### src/rtl/debounce_pkg.sv
// Shared types, default constants and threshold helper for the multi-channel debouncer.
package debounce_pkg;

    typedef enum logic [1:0] {
        STABLE_LO = 2'd0,
        WAIT_HI   = 2'd1,
        STABLE_HI = 2'd2,
        WAIT_LO   = 2'd3
    } deb_state_e;

    localparam int unsigned DefClkFreq      = 100_000_000;
    localparam int unsigned DefStableTimeMs = 1;
    localparam int unsigned DefThr          = DefClkFreq / 1000 * DefStableTimeMs;

    // Wide enough for any practical counter width; callers cast to their own width.
    localparam int unsigned ThrW = 64;

    function automatic logic [ThrW-1:0] clamp_thr(input logic [ThrW-1:0] thr);
        return (thr == '0) ? ThrW'(1) : thr;
    endfunction

endpackage

### src/rtl/debounce_channel.sv
// One debounce lane: input synchroniser, stability FSM/counter and edge pulses.
module debounce_channel
    import debounce_pkg::*;
#(
    parameter int unsigned CntWidth   = 24,
    parameter int unsigned SyncStages = 2,
    parameter logic        ResetVal   = 1'b0
) (
    input  logic                clk_i,
    input  logic                rst_ni,
    input  logic                sw_i,
    input  logic [CntWidth-1:0] thr_i,
    output logic                db_o,
    output logic                rise_o,
    output logic                fall_o,
    output logic                busy_o
);

    localparam deb_state_e          StRst  = ResetVal ? STABLE_HI : STABLE_LO;
    localparam logic [CntWidth-1:0] CntOne = CntWidth'(1);

    logic [SyncStages-1:0] r_sync;
    logic                  w_sync;
    deb_state_e            r_state;
    deb_state_e            w_state_nxt;
    logic [CntWidth-1:0]   r_cnt;
    logic [CntWidth-1:0]   w_cnt_nxt;
    logic [CntWidth-1:0]   w_thr_m1;
    logic                  w_fast;
    logic                  r_rise;
    logic                  r_fall;
    logic                  w_rise_nxt;
    logic                  w_fall_nxt;

    always_ff @(posedge clk_i or negedge rst_ni) begin
        if (!rst_ni) begin
            r_sync <= {SyncStages{ResetVal}};
        end else begin
            r_sync <= {r_sync[SyncStages-2:0], sw_i};
        end
    end

    assign w_sync   = r_sync[SyncStages-1];
    assign w_thr_m1 = thr_i - CntOne;
    // A threshold of one cycle commits straight from STABLE without a WAIT visit.
    assign w_fast   = (thr_i <= CntOne);

    always_ff @(posedge clk_i or negedge rst_ni) begin
        if (!rst_ni) begin
            r_state <= StRst;
            r_cnt   <= '0;
            r_rise  <= 1'b0;
            r_fall  <= 1'b0;
        end else begin
            r_state <= w_state_nxt;
            r_cnt   <= w_cnt_nxt;
            r_rise  <= w_rise_nxt;
            r_fall  <= w_fall_nxt;
        end
    end

    always_comb begin
        w_state_nxt = r_state;
        w_cnt_nxt   = r_cnt;
        w_rise_nxt  = 1'b0;
        w_fall_nxt  = 1'b0;
        case (r_state)
            STABLE_LO: begin
                if (w_sync) begin
                    if (w_fast) begin
                        w_state_nxt = STABLE_HI;
                        w_rise_nxt  = 1'b1;
                    end else begin
                        w_state_nxt = WAIT_HI;
                        w_cnt_nxt   = CntOne;
                    end
                end
            end
            WAIT_HI: begin
                if (!w_sync) begin
                    w_state_nxt = STABLE_LO;
                    w_cnt_nxt   = '0;
                end else if (r_cnt >= w_thr_m1) begin
                    // >= so a threshold lowered below the running count commits at once.
                    w_state_nxt = STABLE_HI;
                    w_cnt_nxt   = '0;
                    w_rise_nxt  = 1'b1;
                end else begin
                    w_cnt_nxt = r_cnt + CntOne;
                end
            end
            STABLE_HI: begin
                if (!w_sync) begin
                    if (w_fast) begin
                        w_state_nxt = STABLE_LO;
                        w_fall_nxt  = 1'b1;
                    end else begin
                        w_state_nxt = WAIT_LO;
                        w_cnt_nxt   = CntOne;
                    end
                end
            end
            WAIT_LO: begin
                if (w_sync) begin
                    w_state_nxt = STABLE_HI;
                    w_cnt_nxt   = '0;
                end else if (r_cnt >= w_thr_m1) begin
                    w_state_nxt = STABLE_LO;
                    w_cnt_nxt   = '0;
                    w_fall_nxt  = 1'b1;
                end else begin
                    w_cnt_nxt = r_cnt + CntOne;
                end
            end
            default: begin
                w_state_nxt = StRst;
                w_cnt_nxt   = '0;
            end
        endcase
    end

    assign db_o   = (r_state == STABLE_HI) || (r_state == WAIT_LO);
    assign busy_o = (r_state == WAIT_HI) || (r_state == WAIT_LO);
    assign rise_o = r_rise;
    assign fall_o = r_fall;

endmodule

### src/rtl/debounce_multi.sv
// N-channel debouncer: shared runtime-programmable threshold feeding independent lanes.
module debounce_multi
    import debounce_pkg::*;
#(
    parameter int unsigned NumCh        = 4,
    parameter int unsigned CntWidth     = 24,
    parameter int unsigned ClkFreq      = DefClkFreq,
    parameter int unsigned StableTimeMs = DefStableTimeMs,
    parameter int unsigned DefaultThr   = ClkFreq / 1000 * StableTimeMs,
    parameter int unsigned SyncStages   = 2,
    parameter logic        ResetVal     = 1'b0
) (
    input  logic                clk_i,
    input  logic                rst_ni,
    input  logic [NumCh-1:0]    sw_i,
    input  logic [CntWidth-1:0] thr_i,
    input  logic                thr_load_i,
    output logic [NumCh-1:0]    db_o,
    output logic [NumCh-1:0]    rise_o,
    output logic [NumCh-1:0]    fall_o,
    output logic [NumCh-1:0]    busy_o,
    output logic [CntWidth-1:0] thr_o
);

    localparam logic [CntWidth-1:0] ThrRst = CntWidth'(clamp_thr(ThrW'(DefaultThr)));

    logic [CntWidth-1:0] r_thr;
    logic [CntWidth-1:0] w_thr_ld;

    // Clamp on the way in so the stored value is always the effective threshold.
    assign w_thr_ld = CntWidth'(clamp_thr(ThrW'(thr_i)));

    always_ff @(posedge clk_i or negedge rst_ni) begin
        if (!rst_ni) begin
            r_thr <= ThrRst;
        end else if (thr_load_i) begin
            r_thr <= w_thr_ld;
        end
    end

    assign thr_o = r_thr;

    for (genvar g = 0; g < NumCh; g++) begin : g_ch
        debounce_channel #(
            .CntWidth   (CntWidth),
            .SyncStages (SyncStages),
            .ResetVal   (ResetVal)
        ) u_ch (
            .clk_i  (clk_i),
            .rst_ni (rst_ni),
            .sw_i   (sw_i[g]),
            .thr_i  (r_thr),
            .db_o   (db_o[g]),
            .rise_o (rise_o[g]),
            .fall_o (fall_o[g]),
            .busy_o (busy_o[g])
        );
    end

endmodule

### config.mk
export PLATFORM = sky130hd
export DESIGN_NAME = debounce_multi
export DESIGN_NICKNAME = d
export VERILOG_FILES = /design/src/rtl/debounce_pkg.sv /design/src/rtl/debounce_channel.sv /design/src/rtl/debounce_multi.sv
export SDC_FILE = /design/constraint.sdc
export NUM_CORES = 1
export LEC_CHECK = 0
export CAP_MARGIN = 40
export CORE_UTILIZATION = 35
export DETAILED_ROUTE_END_ITERATION = 16
export GPL_ROUTABILITY_DRIVEN = 1
export PLACE_DENSITY_LB_ADDON = 0.2
export SYNTH_ARGS = -nofsm -noshare
export SYNTH_HDL_FRONTEND = slang
export SYNTH_SLANG_ARGS = --single-unit
export TNS_END_PERCENT = 5
### constraint.sdc
create_clock -name clk_i -period 11.3 [get_ports clk_i]
set_input_delay 2.26 -clock clk_i [delete_from_list [all_inputs] [get_ports clk_i]]
set_output_delay 2.26 -clock clk_i [all_outputs]
set_load 0.02 [all_outputs]
Yosys cells after proc, flatten, opt, wreduce, memory -nomap -nowiden --
Index checks and enable logic that the tools add are counted.
Word-level totals: register bits after elaboration 144, input port bits 31, output and inout bits 40, word-level logic and storage cells 168
Cells by class: $add $sub $neg 5, order comparisons 5, eq/ne operators 28, mux-type cells 88, reductions and logical operators 21
Operators by type and width (count):
- 24-bit two-way mux | 25
- 24-bit case mux with 4 select lines | 4
- 24-bit by 1-bit adder with 24-bit output, second input constant | 4
- 24-bit greater-or-equal comparator | 4
- 2-bit two-way mux | 26
- 2-bit case mux with 4 select lines | 4
- 24-bit by 1-bit less-or-equal comparator with 1-bit output, second input constant | 1
- 24-bit zero test | 1
- 24-bit by 1-bit subtractor with 24-bit output, second input constant | 1
- 1-bit two-way mux | 21
- 2-bit == test, second input constant | 8
- 1-bit case mux with 2 select lines | 8
- 4-bit AND reduction | 4
- 3-bit by 1-bit inequality test with 1-bit output, second input constant | 4
- 3-bit inequality test, second input constant | 4
- 2-bit by 1-bit == test with 1-bit output, second input constant | 4
- 2-bit zero test | 4
- 1-bit logical OR | 8
- 2-bit by 1-bit inequality test with 1-bit output, second input constant | 4
- 2-bit inequality test, second input constant | 4
- 2-bit AND reduction | 4

Depth between registers and ports, before layout --
depth after elaboration 5, depth in mapped cells 19, gate-level depth less buffers 16

Cells and area by module --
From an unflattened synthesis, not the netlist that was laid out.
Unflattened totals: cells, all modules 1262, area, all modules 11546.1 µm²
By module, submodules not included:
- debounce_channel (g_ch[0].u_ch ...) | times used 3, cells each 297, area each 2641.3 µm²
- debounce_channel (g_ch[3].u_ch) | times used 1, cells each 310, area each 2646.3 µm²
- debounce_multi | times used 1, cells each 61, area each 975.9 µm²

Worst setup path before layout --
Ideal clock, no wire load.
kind flip-flop to flip-flop, start reg r_thr[8] (netlist: thr_o[8]), end reg g_ch[3].u_ch.r_cnt[14], setup time 0.082 ns, arrival 4.259 ns, setup slack 6.959 ns, stages on the path, launching flop included 20, cell sequence dfrtp_1 -> buf_6 -> or3_1 -> or4_1 -> buf_2 -> or3_4 -> nor4_1 -> xnor2_1 -> ha_1 -> a21oi_1 -> nor2b_1 -> o21ai_0 -> nand3b_1 -> a2111o_1 -> a21o_1 -> nand2_4 -> buf_6 -> buf_6 -> nand2_1 -> a31oi_1
Between the ends: longest elaborated chain between the ends 5, elaborated cells between the ends (all ways) 10
Ends and longest elaborated chain:
- start: declaration | RTL line debounce_multi.sv:27 | logic [CntWidth-1:0] r_thr;
- start signal: assignment | RTL line debounce_multi.sv:35 | r_thr <= ThrRst;
- start signal: assignment | RTL line debounce_multi.sv:37 | r_thr <= w_thr_ld;
- 24-bit by 1-bit subtractor with 24-bit output | RTL line debounce_channel.sv:44 | assign w_thr_m1 = thr_i - CntOne;
- 24-bit greater-or-equal comparator | RTL line debounce_channel.sv:83, debounce_channel.sv:107
- 24-bit two-way mux | RTL line debounce_channel.sv:83, debounce_channel.sv:107
- 24-bit two-way mux (on tied branches) | RTL line debounce_channel.sv:104, debounce_channel.sv:80
- 24-bit case mux with 4 select lines (*) | RTL line debounce_channel.sv:67 | case (r_state)
- end signal: assignment | RTL line debounce_channel.sv:56 | r_cnt <= w_cnt_nxt;
- end: declaration | RTL line debounce_channel.sv:26 | logic [CntWidth-1:0] r_cnt;
Mark *: on every way between the ends. The rest lies on a longest branch, timed or not. The select of a mux whose other input is x is not followed. A chain may end at the register's enable or synchronous reset.

Final worst setup path --
start reg r_thr[12] (netlist: thr_o[12]), end reg g_ch[3].u_ch.r_cnt[16]
Same word-level chain as after synthesis.

==> impl_metrics.json <==
{
  "grt_usage_pct": 19.6,
  "die_h_um": 168,
  "vdd_ir_drop_max_mv": 0.0847,
  "cts.clk_slew.worst_paths_ns": 0.07,
  "cts_hold_buf": 0,
  "syn-num-nets": 1162,
  "path_common_cell": "o21ai_0",
  "root_buffer": "clkbuf_16",
  "yosysTopAreaCell": "dfrtp_1",
  "path_delay_family": "simple AND/OR/NAND/NOR gates",
  "synth_common_cells": "138 x dfrtp_1, 94 x ha_1, 88 x nand2_1, 80 x nand3_1, 64 x nor2_1",
  "syn_area_per_cell_sq_um": 9.34,
  "synth-edff-count": 0,
  "grt_antenna_before_repair": 0,
  "globalRoute.totalOverflow": 0,
  "rows": 60,
  "ys_types": 70,
  "critical_path_class": "reg -> reg",
  "finClkSkew_ns": 0.0126,
  "required_ns": 11.64,
  "relSlewSlack_pct": 41.7,
  "wire_per_inst_um": 18.5,
  "num-nets-final": 1212,
  "r2r_start": "thr_o[12]$_DFFE_PN0P_",
  "num_vias": 8104,
  "htreeDepth": 4,
  "finalPower_mw": 2.00,
  "drc_errors": 0,
  "synthToLayoutAreaGrowth_pct": 16.8,
  "dp.cells": 1409,
  "path_max_fanout": 42,
  "gp_congestion": 0.814,
  "rsz0062_at_grt": "no",
  "cts_tree": "yes",
  "synthCells": 1037,
  "cts_buffer_depth": 2,
  "startpoint_type": "flop",
  "worst_pin_slew_ns": 0.871,
  "post-route-util_pct": 41.9,
  "drv_cap": 0,
  "routed_via_density": 5.62,
  "synthesis.area_sq_mm": 0.00969,
  "drive_gt1_share_pct": 9.55,
  "io-pin-count": 71,
  "drt_first_pass_iters": 6,
  "die_width_um": 168,
  "cp.arrival_ns": 5.31,
  "fmax_ghz": 0.201,
  "yosysWarnings": 0,
  "die-area_sq_mm": 0.0284,
  "initialDrtViolationCount": 479,
  "wl_um": 26700,
  "hold_class": "reg -> reg",
  "hold_viol_final": 0,
  "dp_hpwl_um": 19600,
  "setup_violations": 0,
  "cts_buffers": 17,
  "port_buffers": 70,
  "cts_sinks": 144,
  "cts_setup_buffers": 0,
  "cts-resized-gates": 0,
  "path_cells": "or4_4 -> or4_1 -> or3_4 -> nor4_1 -> xnor2_1 -> ha_1 -> a21oi_1 -> nor2b_1 -> o21ai_0 -> nand3b_1 -> a2111o_1 -> a21o_1 -> nand2_4 -> o21ai_0 -> a31oi_1",
  "power.density_mw_per_mm2": 176,
  "final-instance-count-excl-fill": 1441,
  "core_area_sq_mm": 0.0270,
  "grt_pass1_vias": 7732,
  "critical_path.slowest_cell": "or4_4",
  "ant_nets": 0,
  "yosysTopAreaCellShare_pct": 35.6,
  "period_minus_slack_ns": 4.97,
  "leakagePower_nw": 4.98,
  "grt_pass1_wl_um": 42700,
  "status": "finished, final reports clean",
  "slowest_delay_ns": 0.59,
  "clock_latency_ns": 0.44,
  "synth-seq-cells": 144,
  "critPathBufInv": 0,
  "initial_core_util_pct": 35.9,
  "hold_start": "g_ch[2].u_ch.r_sync[0]$_DFF_PN0_",
  "critPathLaunch": "thr_o[12]$_DFFE_PN0P_",
  "ys.flop_type": "dfrtp_1",
  "ys_seq_area_share_pct": 37.3,
  "diodes": 0,
  "fin_crit_sh_pct": 44.0,
  "netlist_top_cells_area": "dfrtp_1 36%, ha_1 12%, nand3_1 4.1%",
  "endpoint_kind": "flop",
  "grt_max_degree": 74,
  "slew_viol_final": 0,
  "ys_async_sr_fraction_pct": 100,
  "fin_tns_setup_ns": 0,
  "post-synth-top-count-cell": "dfrtp_1"
}
## cells in the final DEF, fill, tap and decap left out, types with 27 or more instances in the layout
| cell | n |
|---|---|
| clkdlybuf4s50_1 | 69 |
| a21oi_1 | 63 |
| nor2_1 | 64 |
| o21ai_0 | 43 |
| ha_1 | 94 |
| nand2_1 | 88 |
| mux2_2 | 27 |
| nand3_1 | 80 |
| a31oi_1 | 37 |
| dfrtp_1 | 138 |
| and3_1 | 38 |
## power by group
group          switching (mW)  internal [mW]
sequential             0.0714          0.569
combinational           0.438          0.282
clock                   0.237          0.399
## cells by family after synthesis
| group | Yosys count | share of synthesized area [%] |
|---|---|---|
| compound gates | 260 | 18.3 |
| xor+xnor | 31 | 3.02 |
| fa+ha+maj | 94 | 12.1 |
| mux | 35 | 3.96 |
| flops | 144 | 37.3 |
| buf+inv | 80 | 4.53 |
| simple gates | 393 | 20.8 |
## sequential cells by signal, summed over array words and instances, names as in the netlist
signal             flops
g_ch.u_ch.r_cnt       96
thr_o                 24
g_ch.u_ch.r_state      8
g_ch.u_ch.r_sync       8
g_ch.u_ch.fall_o       4
g_ch.u_ch.rise_o       4
## worst register-to-register path, stage by stage, from the launching register on
cell      delay (ns)
dfrtp_1         0.43
or4_4           0.59
or4_1           0.58
or3_4           0.42
nor4_1          0.24
xnor2_1         0.31
ha_1            0.35
a21oi_1         0.15
nor2b_1         0.06
o21ai_0         0.17
nand3b_1        0.15
a2111o_1        0.41
a21o_1          0.24
nand2_4         0.37
o21ai_0         0.17
a31oi_1         0.22
## metrics by stage
step | hold WS (ns) | cell area (sq um) | setup slack [ns]
after floorplan | 0.331 | 9690 | 6.96
final | 0.351 | 11300 | 6.33
after global placement | 0.332 | 10500 | 6.26
after detailed placement | 0.336 | 10700 | 6.40
after global routing | 0.351 | 11300 | 5.99
after CTS | 0.352 | 11300 | 6.37
## area by class of cell
cell class | count | area, sq um
clock buffer | 19 | 443
clock inverter | 13 | 208
fill | 2647 | 15700
inverter | 23 | 86.3
multi-input combinational | 813 | 5640
sequential | 144 | 3610
tap | 341 | 427
timing repair buffer | 88 | 902
## final timing paths
check | end | slack, ns | depth (start not counted)
hold reg to reg | g_ch[2].u_ch.r_sync[1]$_DFF_PN0_ | 0.35 | 0
min in group asynchronous | g_ch[1].u_ch.r_cnt[6]$_DFFE_PN0P_ | 1.83 | 1
max in group asynchronous | g_ch[2].u_ch.r_cnt[8]$_DFFE_PN0P_ | 8.39 | 3
hold / removal | g_ch[2].u_ch.r_sync[1]$_DFF_PN0_ | 0.35 | 0
setup / recovery | g_ch[3].u_ch.r_cnt[16]$_DFFE_PN0P_ | 6.33 | 15
setup reg to reg | g_ch[3].u_ch.r_cnt[16]$_DFFE_PN0P_ | 6.33 | 15
## per-layer routing
layer	global-route usage (%)	part of all wire, %	vias to the layer above
li1	-	-	3971
met1	26.3	47	3915
met2	32.0	46	191
met3	3.39	5.2	27
met4	6.17	1.7	0
met5	0	0	-
No activity file was read; power rests on OpenSTA's default activity.
